File: src/rtl/gps_alert_ctrl_if.sv
// gps_alert_ctrl_if
// Byte stream from the alert sequencer to the UART transmitter.
//   tx_data  : packet byte (master -> slave)
//   tx_valid : tx_data is valid (master -> slave)
//   tx_ready : transmitter accepts the byte (slave -> master)
// A byte transfers on the clock edge where tx_valid && tx_ready.
interface gps_alert_ctrl_if;
  logic [7:0] tx_data;
  logic       tx_valid;
  logic       tx_ready;

  modport master (output tx_data, output tx_valid, input tx_ready);
  modport slave  (input tx_data, input tx_valid, output tx_ready);
endinterface

File: src/rtl/gps_alert_ctrl.sv
// gps_alert_ctrl
// Panic alert sequencer: on panic_req, waits up to FIX_TIMEOUT cycles for a
// fresh GPS fix (falling back to the last-known fix, or zeros), streams an
// 11-byte packet {A5, flags, lat[31:0], lon[31:0], xor-checksum} MSB first,
// then repeats after RESEND_PERIOD idle cycles until MAX_SENDS packets.
// Ports:
//   clk, rst         : clock, synchronous active-high reset
//   panic_req        : pulse, starts an alert (ignored outside IDLE)
//   cancel           : aborts the alert (latched during a packet)
//   gps_lat/gps_lon  : parser position, valid when gps_valid pulses
//   tx               : byte stream master (tx_data/tx_valid/tx_ready)
//   alert_active     : high for the whole alert
//   send_count       : packets completed in the current alert
//   done             : one-cycle pulse on normal completion
module gps_alert_ctrl #(
  parameter int FIX_TIMEOUT   = 50_000_000,
  parameter int RESEND_PERIOD = 250_000_000,
  parameter int MAX_SENDS     = 3
) (
  input  logic               clk,
  input  logic               rst,
  input  logic               panic_req,
  input  logic               cancel,
  input  logic signed [31:0] gps_lat,
  input  logic signed [31:0] gps_lon,
  input  logic               gps_valid,
  gps_alert_ctrl_if.master   tx,
  output logic               alert_active,
  output logic [3:0]         send_count,
  output logic               done
);

  localparam logic [2:0] S_IDLE   = 3'd0;
  localparam logic [2:0] S_WAIT   = 3'd1;
  localparam logic [2:0] S_SEND   = 3'd2;
  localparam logic [2:0] S_GAP    = 3'd3;
  localparam logic [2:0] S_FINISH = 3'd4;

  logic [2:0]         state_q, state_d;
  logic [31:0]        timer_q, timer_d;
  logic [3:0]         cnt_q, cnt_d;
  logic               active_q, active_d;
  logic               done_q, done_d;
  logic               have_fix_q, have_fix_d;
  logic               cxl_q, cxl_d;
  logic [3:0]         idx_q, idx_d;
  logic [7:0]         txd_q, txd_d;
  logic               txv_q, txv_d;
  logic signed [31:0] last_lat_q, last_lat_d;
  logic signed [31:0] last_lon_q, last_lon_d;
  logic signed [31:0] pkt_lat_q, pkt_lat_d;
  logic signed [31:0] pkt_lon_q, pkt_lon_d;
  logic [7:0]         flags_q, flags_d;

  logic               go;
  logic               snap_stale, snap_nofix;
  logic signed [31:0] snap_lat, snap_lon;
  logic [3:0]         cnt_inc;

  function automatic logic [7:0] fold32(input logic [31:0] x);
    return x[31:24] ^ x[23:16] ^ x[15:8] ^ x[7:0];
  endfunction

  // Packet byte at position idx; position 10 is the xor of positions 0..9.
  function automatic logic [7:0] pkt_byte(input logic [3:0] idx, input logic [7:0] flags,
                                          input logic [31:0] lat, input logic [31:0] lon);
    case (idx)
      4'd0:    return 8'hA5;
      4'd1:    return flags;
      4'd2:    return lat[31:24];
      4'd3:    return lat[23:16];
      4'd4:    return lat[15:8];
      4'd5:    return lat[7:0];
      4'd6:    return lon[31:24];
      4'd7:    return lon[23:16];
      4'd8:    return lon[15:8];
      4'd9:    return lon[7:0];
      default: return 8'hA5 ^ flags ^ fold32(lat) ^ fold32(lon);
    endcase
  endfunction

  assign cnt_inc = cnt_q + 4'd1;

  always_comb begin
    state_d    = state_q;
    timer_d    = timer_q;
    cnt_d      = cnt_q;
    active_d   = active_q;
    done_d     = 1'b0;
    have_fix_d = have_fix_q;
    cxl_d      = cxl_q;
    idx_d      = idx_q;
    txd_d      = txd_q;
    txv_d      = txv_q;
    last_lat_d = last_lat_q;
    last_lon_d = last_lon_q;
    pkt_lat_d  = pkt_lat_q;
    pkt_lon_d  = pkt_lon_q;
    flags_d    = flags_q;
    go         = 1'b0;
    snap_stale = 1'b0;
    snap_nofix = 1'b0;
    snap_lat   = '0;
    snap_lon   = '0;

    if (gps_valid) begin
      last_lat_d = gps_lat;
      last_lon_d = gps_lon;
      have_fix_d = 1'b1;
    end

    case (state_q)
      S_IDLE: begin
        if (panic_req && !cancel) begin
          state_d  = S_WAIT;
          cnt_d    = '0;
          timer_d  = '0;
          active_d = 1'b1;
          cxl_d    = 1'b0;
        end
      end
      S_WAIT: begin
        if (cancel) begin
          state_d  = S_IDLE;
          active_d = 1'b0;
        end else if (gps_valid) begin
          // A fix arriving on the timeout cycle still counts as fresh.
          go       = 1'b1;
          snap_lat = gps_lat;
          snap_lon = gps_lon;
        end else if (timer_q == 32'(FIX_TIMEOUT - 1)) begin
          go = 1'b1;
          if (have_fix_q) begin
            snap_lat   = last_lat_q;
            snap_lon   = last_lon_q;
            snap_stale = 1'b1;
          end else begin
            snap_nofix = 1'b1;
          end
        end else begin
          timer_d = timer_q + 32'd1;
        end
      end
      S_SEND: begin
        if (cancel) cxl_d = 1'b1;
        if (txv_q && tx.tx_ready) begin
          if (idx_q == 4'd10) begin
            txv_d   = 1'b0;
            cnt_d   = cnt_inc;
            timer_d = '0;
            // A cancel on the final handshake cycle counts as seen.
            if (cxl_q || cancel) begin
              state_d  = S_IDLE;
              active_d = 1'b0;
            end else if (cnt_inc == 4'(MAX_SENDS)) begin
              state_d = S_FINISH;
            end else begin
              state_d = S_GAP;
            end
          end else begin
            idx_d = idx_q + 4'd1;
            txd_d = pkt_byte(idx_q + 4'd1, flags_q, pkt_lat_q, pkt_lon_q);
          end
        end
      end
      S_GAP: begin
        if (cancel) begin
          state_d  = S_IDLE;
          active_d = 1'b0;
        end else if (timer_q == 32'(RESEND_PERIOD - 1)) begin
          state_d = S_WAIT;
          timer_d = '0;
        end else begin
          timer_d = timer_q + 32'd1;
        end
      end
      S_FINISH: begin
        done_d   = 1'b1;
        active_d = 1'b0;
        state_d  = S_IDLE;
      end
      default: state_d = S_IDLE;
    endcase

    // Packet start: snapshot position and flags, present the sync byte now.
    if (go) begin
      state_d   = S_SEND;
      pkt_lat_d = snap_lat;
      pkt_lon_d = snap_lon;
      flags_d   = {2'b00, cnt_q, snap_nofix, snap_stale};
      idx_d     = '0;
      txd_d     = 8'hA5;
      txv_d     = 1'b1;
      cxl_d     = 1'b0;
    end
  end

  always_ff @(posedge clk) begin
    if (rst) begin
      state_q    <= S_IDLE;
      timer_q    <= '0;
      cnt_q      <= '0;
      active_q   <= 1'b0;
      done_q     <= 1'b0;
      have_fix_q <= 1'b0;
      cxl_q      <= 1'b0;
      idx_q      <= '0;
      txd_q      <= '0;
      txv_q      <= 1'b0;
    end else begin
      state_q    <= state_d;
      timer_q    <= timer_d;
      cnt_q      <= cnt_d;
      active_q   <= active_d;
      done_q     <= done_d;
      have_fix_q <= have_fix_d;
      cxl_q      <= cxl_d;
      idx_q      <= idx_d;
      txd_q      <= txd_d;
      txv_q      <= txv_d;
    end
  end

  // Position data carries no reset; have_fix and state qualify its use.
  always_ff @(posedge clk) begin
    last_lat_q <= last_lat_d;
    last_lon_q <= last_lon_d;
    pkt_lat_q  <= pkt_lat_d;
    pkt_lon_q  <= pkt_lon_d;
    flags_q    <= flags_d;
  end

  assign tx.tx_data   = txd_q;
  assign tx.tx_valid  = txv_q;
  assign alert_active = active_q;
  assign send_count   = cnt_q;
  assign done         = done_q;

endmodule

File: src/flat_wrapper.sv
// flat-port wrapper written by rule: the top's interface ports become plain ports
module gps_alert_ctrl_flat 
#(
  parameter int FIX_TIMEOUT   = 50_000_000,
  parameter int RESEND_PERIOD = 250_000_000,
  parameter int MAX_SENDS     = 3
)
  (clk, rst, panic_req, cancel, gps_lat, gps_lon, gps_valid, alert_active, send_count, done, tx_tx_data, tx_tx_valid, tx_tx_ready);
  gps_alert_ctrl_if tx_i ();
  input  logic clk;
  input  logic rst;
  input  logic panic_req;
  input  logic cancel;
  input  logic signed [31:0] gps_lat;
  input  logic signed [31:0] gps_lon;
  input  logic gps_valid;
  output logic alert_active;
  output logic [3:0] send_count;
  output logic done;
  output wire logic [$bits(tx_i.tx_data)-1:0] tx_tx_data;
  output wire logic [$bits(tx_i.tx_valid)-1:0] tx_tx_valid;
  input wire logic [$bits(tx_i.tx_ready)-1:0] tx_tx_ready;
  assign tx_tx_data = tx_i.tx_data;
  assign tx_tx_valid = tx_i.tx_valid;
  assign tx_i.tx_ready = tx_tx_ready;
  gps_alert_ctrl #(.FIX_TIMEOUT(FIX_TIMEOUT), .RESEND_PERIOD(RESEND_PERIOD), .MAX_SENDS(MAX_SENDS)) u_core (.clk(clk), .rst(rst), .panic_req(panic_req), .cancel(cancel), .gps_lat(gps_lat), .gps_lon(gps_lon), .gps_valid(gps_valid), .tx(tx_i), .alert_active(alert_active), .send_count(send_count), .done(done));
endmodule
File: config.mk
export PLATFORM = sky130hd
export DESIGN_NAME = gps_alert_ctrl_flat
export DESIGN_NICKNAME = d
export VERILOG_FILES = /design/src/rtl/gps_alert_ctrl_if.sv /design/src/rtl/gps_alert_ctrl.sv /design/src/flat_wrapper.sv
export SDC_FILE = /design/constraint.sdc
export NUM_CORES = 1
export LEC_CHECK = 0
export ABC_AREA = 1
export CORE_MARGIN = 4
export CORE_UTILIZATION = 59
export DETAILED_ROUTE_END_ITERATION = 8
export HOLD_SLACK_MARGIN = 0.06
export PLACE_DENSITY = 0.81
export SYNTH_ARGS = -nofsm -noshare
export SYNTH_HDL_FRONTEND = slang
export SYNTH_SLANG_ARGS = --single-unit
File: constraint.sdc
create_clock -name clk -period 8.1 [get_ports clk]
set_input_delay 2.025 -clock clk [delete_from_list [all_inputs] [get_ports clk]]
set_output_delay 2.025 -clock clk [all_outputs]
set_load 0.005 [all_outputs]
# Word-level counts from Yosys, hierarchy flattened
# Cells that the tools add are included.
# totals
romBits	0
wordCells	147
mem_count	0
latch_bits	0
regBits	190
ram_bits	0
# classes
eq_ne	35
shift	0
addsub	3
reduce_logical	25
magnitude_cmp	0
div_mod_pow	0
bitwise	12
multipliers	0
mux	54
# ops
cell	count
$mux 32	14
$pmux 32 s4	1
$pmux 8 s10	1
$xor 8x8->8	8
$add 32x1->32 const B	1
$eq 32x26->1 const B	1
$eq 32x28->1 const B	1
$mux 8	4
$mux 3	8
$mux 1	18
$eq 4x3->1 const B	4
$eq 4x2->1 const B	3
$eq 4x4->1 const B	3
$mux 4	3
$ne 2x1->1 const B	6
$ne 2x2->1 const B	6
$pmux 3 s4	1
$reduce_and 3->1	4
$reduce_and 5->1	2
$ne 3x1->1 const B	3
$add 4x1->4 const B	2
$pmux 4 s2	1
$reduce_and 8->1	1
$reduce_bool 2->1	4
21 further kinds	29

# Logic depth before layout (Yosys ltp)
# logic_depth
word_depth	10
depth_mapped	14

# Least setup slack after synthesis
# OpenSTA, ideal clock, no wires.
# synth_path
kind	input port to flip-flop
start	input cancel
end	register u_core.flags_q[0], enable pin
required_time_ps	7572
slack_ps	1639
path_buffers	1
t_arrival_ps	5933
stages	4
setup_time_ps	528
path_cell_list	clkbuf_1 > nor2_1 > inv_1 > a21oi_1
# synth_between
elab_chain_len	2
# synth_rtl
item	line	rtl
from (decl)	flat_wrapper.sv:13	input logic cancel;
$mux 1	gps_alert_ctrl.sv:123	if (cancel) begin
$mux 1	gps_alert_ctrl.sv:112	case (state_q)
named net u_core.go	gps_alert_ctrl.sv:55	logic go;
to (signal assigned)	gps_alert_ctrl.sv:230	flags_q <= flags_d;
to (decl)	gps_alert_ctrl.sv:53	logic [7:0] flags_q, flags_d;
# The timed path passes the listed nets, and every way through them passes these cells.
# A chain may end at the register's enable or synchronous reset.

# Worst setup path in the final report
# layout_path
start	input cancel
end	register u_core.timer_q[24]
# layout_between
elab_chain_len	4
word_cells_on_any_way	6
cone_classes	eq/ne (3); reduce/logical (3)
# layout_rtl
item	line	rtl
$logic_not 1->1	gps_alert_ctrl.sv:114	if (panic_req && !cancel) begin
$logic_and 1x1->1	gps_alert_ctrl.sv:114	
$ne 2x1->1 (no line)	--	
$reduce_and 8->1 (no line) (*)	--	
to (signal assigned)	gps_alert_ctrl.sv:212	timer_q <= timer_d;
to (decl)	gps_alert_ctrl.sv:40	logic [31:0] timer_q, timer_d;
# Mark *: on every way between the ends. The rest lies on a longest branch, timed or not.

==> run summary <==
The run finished with clean final reports. After detailed routing, the number of remaining DRC violations is 0. The filler cells instantiated in the layout total 1403. TritonCTS built the clock tree.

The run gives 4 as the H-tree depth. No sink is reached through more buffers than the 2 on the longest clock path. The number of enable-type register cells in the synthesized netlist works out to 134. The signal on the critical path passes through clkdlybuf4s50_1, o21ai_0, nand2_1, nor3_1, nand2_1, inv_1, nand2_1, nand2_1, nor2_1. The pin count of the biggest net entering global routing was 93; the delay of the slowest cell on the worst path was 1070 ps. The post-synthesis sequential element count works out to 190. Setup repair after global routing left no endpoint under its margin. After detailed routing, the wire length on met1 is 11.36 mm. Clock tree synthesis selected as its root buffer the cell sky130_fd_sc_hd__clkbuf_16. Clock-pin slew was measured on the worst setup and hold paths at 80 ps. The tools report the endpoint required time on the critical path as 8430 ps.

The die outline height is 141.0 microns, and the final setup slack of the worst path is 2917 ps. By area the synthesized netlist is led by sky130_fd_sc_hd__edfxtp_1, sky130_fd_sc_hd__nand2_1, sky130_fd_sc_hd__dfxtp_1. The tools report the met2 routed wirelength as 13.10 mm. The number of antenna diodes in the final layout is 0. Counting stages on the worst path, the most repeated cell is sky130_fd_sc_hd__nand2_1. The sequential cells in the finished layout cover a total of 0.005145 sq mm. The core box area was 0.01730 sq mm; the final cycle utilization of the critical path was 63.99%. The tools report the total iterations of the first detailed-routing run as 7.

The detail route stage leaves a number of antenna-violating nets equal to 0. The hold violation count in the final report came out at 0. The worst setup path is launched from an input pin.

Worst hold margin: 486.8 ps. Yosys instantiated no cell more often than sky130_fd_sc_hd__nand2_1. In this run the power density over the cells is 202.4 mW/mm^2. For the total die area, the log shows 0.01987 sq mm. For this block, the routed nets add up to 27.42 mm of wire.

The worst-case IR drop observed on VDD is 0.0001992 V. On the critical path, the stage with the largest delay is an instance of sky130_fd_sc_hd__inv_1. Clock skew on the completed layout was measured at 17.46 ps. The yosys synthesis warning count came out at 0. The distinct cell type count after synthesis was 33. After detailed routing, no signal wire sits above met4. The class of the worst hold path is register to register.

STA classifies the critical path endpoint as a register. Compared with the post-synthesis result, the final layout area differs by 14.56%. Of the post-synthesis cell area, the dominant cell type holds 38.58%. The number of CTS-inserted buffers was 17; the minimum clock period was 5183 ps. Along the worst path, the maximum fanout reaches 33. Of the synthesized area, sequential elements account for 49.32%. Buffers added to address setup during post-CTS repair amount to 0. The number of antenna violations at the first check in global routing came out at 0. Clock latency at the later pin of the worst-skew pair: 450 ps.

The logs give 0 for the number of buffers inserted for hold repair after clock tree synthesis and 1274 for the number of instances in the synthesized netlist. Max-cap violations in this run came to 0. The mapped netlist covers 0.01043 sq mm.

Across every metal layer, demand over resource in global routing totals 27.72%. The async set or reset register ratio after synthesis came out at 0%. The family with the most delay on the worst path was simple AND/OR/NAND/NOR gates. For the max-slew violation count, the log shows 0. During placement, the flow inserted port buffers numbering 84.

Transition at the pin with the smallest max-transition slack: 1086 ps. In this run the tightest slew margin relative to its limit is 27.59%. The via density per instance was 5.688. After layout, the design draws a total of 2419 uW. For the number of instances resized during post-cts repair, the log shows 0. Setup violations remaining at the end of the flow were counted as 0. The net count of the finished layout is 1414. For the amount of wire on met3 after detailed routing, the log shows 2.116 mm.

Cells with a size suffix above 1 make up 8.605% of the layout. The clock sink total was 190; the wire length per cell after detailed routing was 17.43 microns. Largest area contributor in the synthesized netlist: sky130_fd_sc_hd__edfxtp_1. The critical path start-end classification was input pin to register. For the via count of the first global-routing pass, the log shows 8654.

For this configuration, the core starts out at a cell density of 60.31%. A synthesized cell averages 8.188 sq um. For this design the static power due to leakage is 0.004348 uW. Routability-driven placement finished with a final weighted congestion of 0.9540.

Static timing analysis puts the maximum clock frequency at 0.1929 GHz. The logs give 85 for the top-level I/O count and 5520 ps for the data arrival time of the worst path. At the placement stage, the worst setup path has a slack of 2535 ps.

The die width is 141.0 microns, and the standard-cell row count is 48. The multi-input logic area was 0.004668 sq mm; the initial detailed-routing violation count was 724. The net count after synthesis came out at 1353.

The logs give 19.61 mm for the half-perimeter wire length after placement and 0 for the residual overflow from global routing. The buffering stage count on the worst path with inverters included is 2. In the synthesized netlist the dominant register cell turns out to be sky130_fd_sc_hd__edfxtp_1. The commonest cells after synthesis are sky130_fd_sc_hd__nand2_1, sky130_fd_sc_hd__edfxtp_1, sky130_fd_sc_hd__nor2_1. In the final timing run, aggregate negative setup slack is 0 ps. Across all layers, the routed design uses 8948 vias.

The run gives 43.30 mm as the global-route wire length before repair.
[through the flow]
step / cell area [sq um] / std cells / util, %
after CTS: 11950 / 1573 / 69.09
after detailed placement: 11370 / 1541 / 65.73
after floorplan: 10430 / 1274 / -
after global placement: 11370 / 1541 / 65.73
after global routing: 11950 / 1573 / 69.09
final: 11950 / 1573 / 69.09
[flip-flops by register name (all words and copies together) (netlist names)]
register / count
u_core.done: 1
u_core.cxl_q: 1
u_core.timer_q: 32
u_core.send_count: 4
u_core.flags_q: 6
u_core.tx.tx_valid: 1
u_core.idx_q: 4
u_core.pkt_lat_q: 32
u_core.pkt_lon_q: 32
u_core.last_lat_q: 32
u_core.tx.tx_data: 8
u_core.have_fix_q: 1
u_core.state_q: 3
u_core.last_lon_q: 32
u_core.alert_active: 1
[area by class of cell]
type                    count  area share [%]
clock buffers              19           3.623
flip-flops and latches    190           43.05
multi-input cells         933           39.06
inverters                 102           3.214
well taps                 225           2.356
clock inverters            13           1.235
repair buffers             91           7.455
[final timing paths]
kind	cells past startpoint	slack, ps	endpoint	startpoint
worst max-delay path	9	2920	u_core.timer_q[24]	cancel
worst min-delay path	2	490	u_core.alert_active	u_core.alert_active
worst max register to register	11	4050	u_core.timer_q[24]	u_core.timer_q[0]
worst min register to register	2	490	u_core.alert_active	u_core.alert_active
[worst register-to-register path: stages, from the launching register on]
cell,delay [ps]
sky130_fd_sc_hd__dfxtp_1,560
sky130_fd_sc_hd__ha_1,280
sky130_fd_sc_hd__nand3_1,180
sky130_fd_sc_hd__inv_1,180
sky130_fd_sc_hd__nand3_1,210
sky130_fd_sc_hd__inv_1,150
sky130_fd_sc_hd__nand4_1,190
sky130_fd_sc_hd__nand2_1,820
sky130_fd_sc_hd__inv_1,810
sky130_fd_sc_hd__nand2_1,320
sky130_fd_sc_hd__nand2_1,170
sky130_fd_sc_hd__nor2_1,140
[cell families after synthesis]
logic type / count (synthesis) / synth area share (%)
buf+inv: 151 / 6.033
simple gates: 715 / 29.11
compound gates: 149 / 9.416
flops: 190 / 49.32
xor+xnor: 60 / 5.038
fa+ha+maj: 9 / 1.080
[cell usage in the layout, fill, tap and decap left out, types with 2 or more instances in the layout]
cell type                           n
sky130_fd_sc_hd__xor2_1            32
sky130_fd_sc_hd__inv_8              5
sky130_fd_sc_hd__nor4_1             2
sky130_fd_sc_hd__clkbuf_1           2
sky130_fd_sc_hd__clkinvlp_4         2
sky130_fd_sc_hd__buf_4              8
sky130_fd_sc_hd__inv_1            100
sky130_fd_sc_hd__a21oi_2           60
sky130_fd_sc_hd__clkbuf_16         17
sky130_fd_sc_hd__nand3_1           94
sky130_fd_sc_hd__nor3_4             2
sky130_fd_sc_hd__nor2_1           109
sky130_fd_sc_hd__xnor2_1           28
sky130_fd_sc_hd__nand3b_1          13
sky130_fd_sc_hd__a21oi_1           62
sky130_fd_sc_hd__edfxtp_1         134
sky130_fd_sc_hd__dfxtp_1           56
sky130_fd_sc_hd__o21ai_0           21
sky130_fd_sc_hd__nor3_1            22
sky130_fd_sc_hd__clkinv_4           2
sky130_fd_sc_hd__nand2_2            6
sky130_fd_sc_hd__ha_1               9
sky130_fd_sc_hd__nand2_1          425
sky130_fd_sc_hd__or2_2              6
sky130_fd_sc_hd__nand4_1           31
sky130_fd_sc_hd__a211oi_1           3
sky130_fd_sc_hd__clkdlybuf4s50_1   83
[power by group]
part | total, uW | internal [uW] | switching, uW
Clock | 839 | 438 | 401
Combinational | 420 | 126 | 294
Sequential | 1160 | 1110 | 46.2
Total | 2420 | 1680 | 741
[metal layers]
metal | up-vias | GRT usage [%]
li1 | 4330 | -
met3 | 69 | 5.258
met4 | 0 | 11.58
met5 | - | 0
met1 | 4162 | 36.00
met2 | 387 | 45.79
Note: power is estimated with default switching activity, not from simulation.
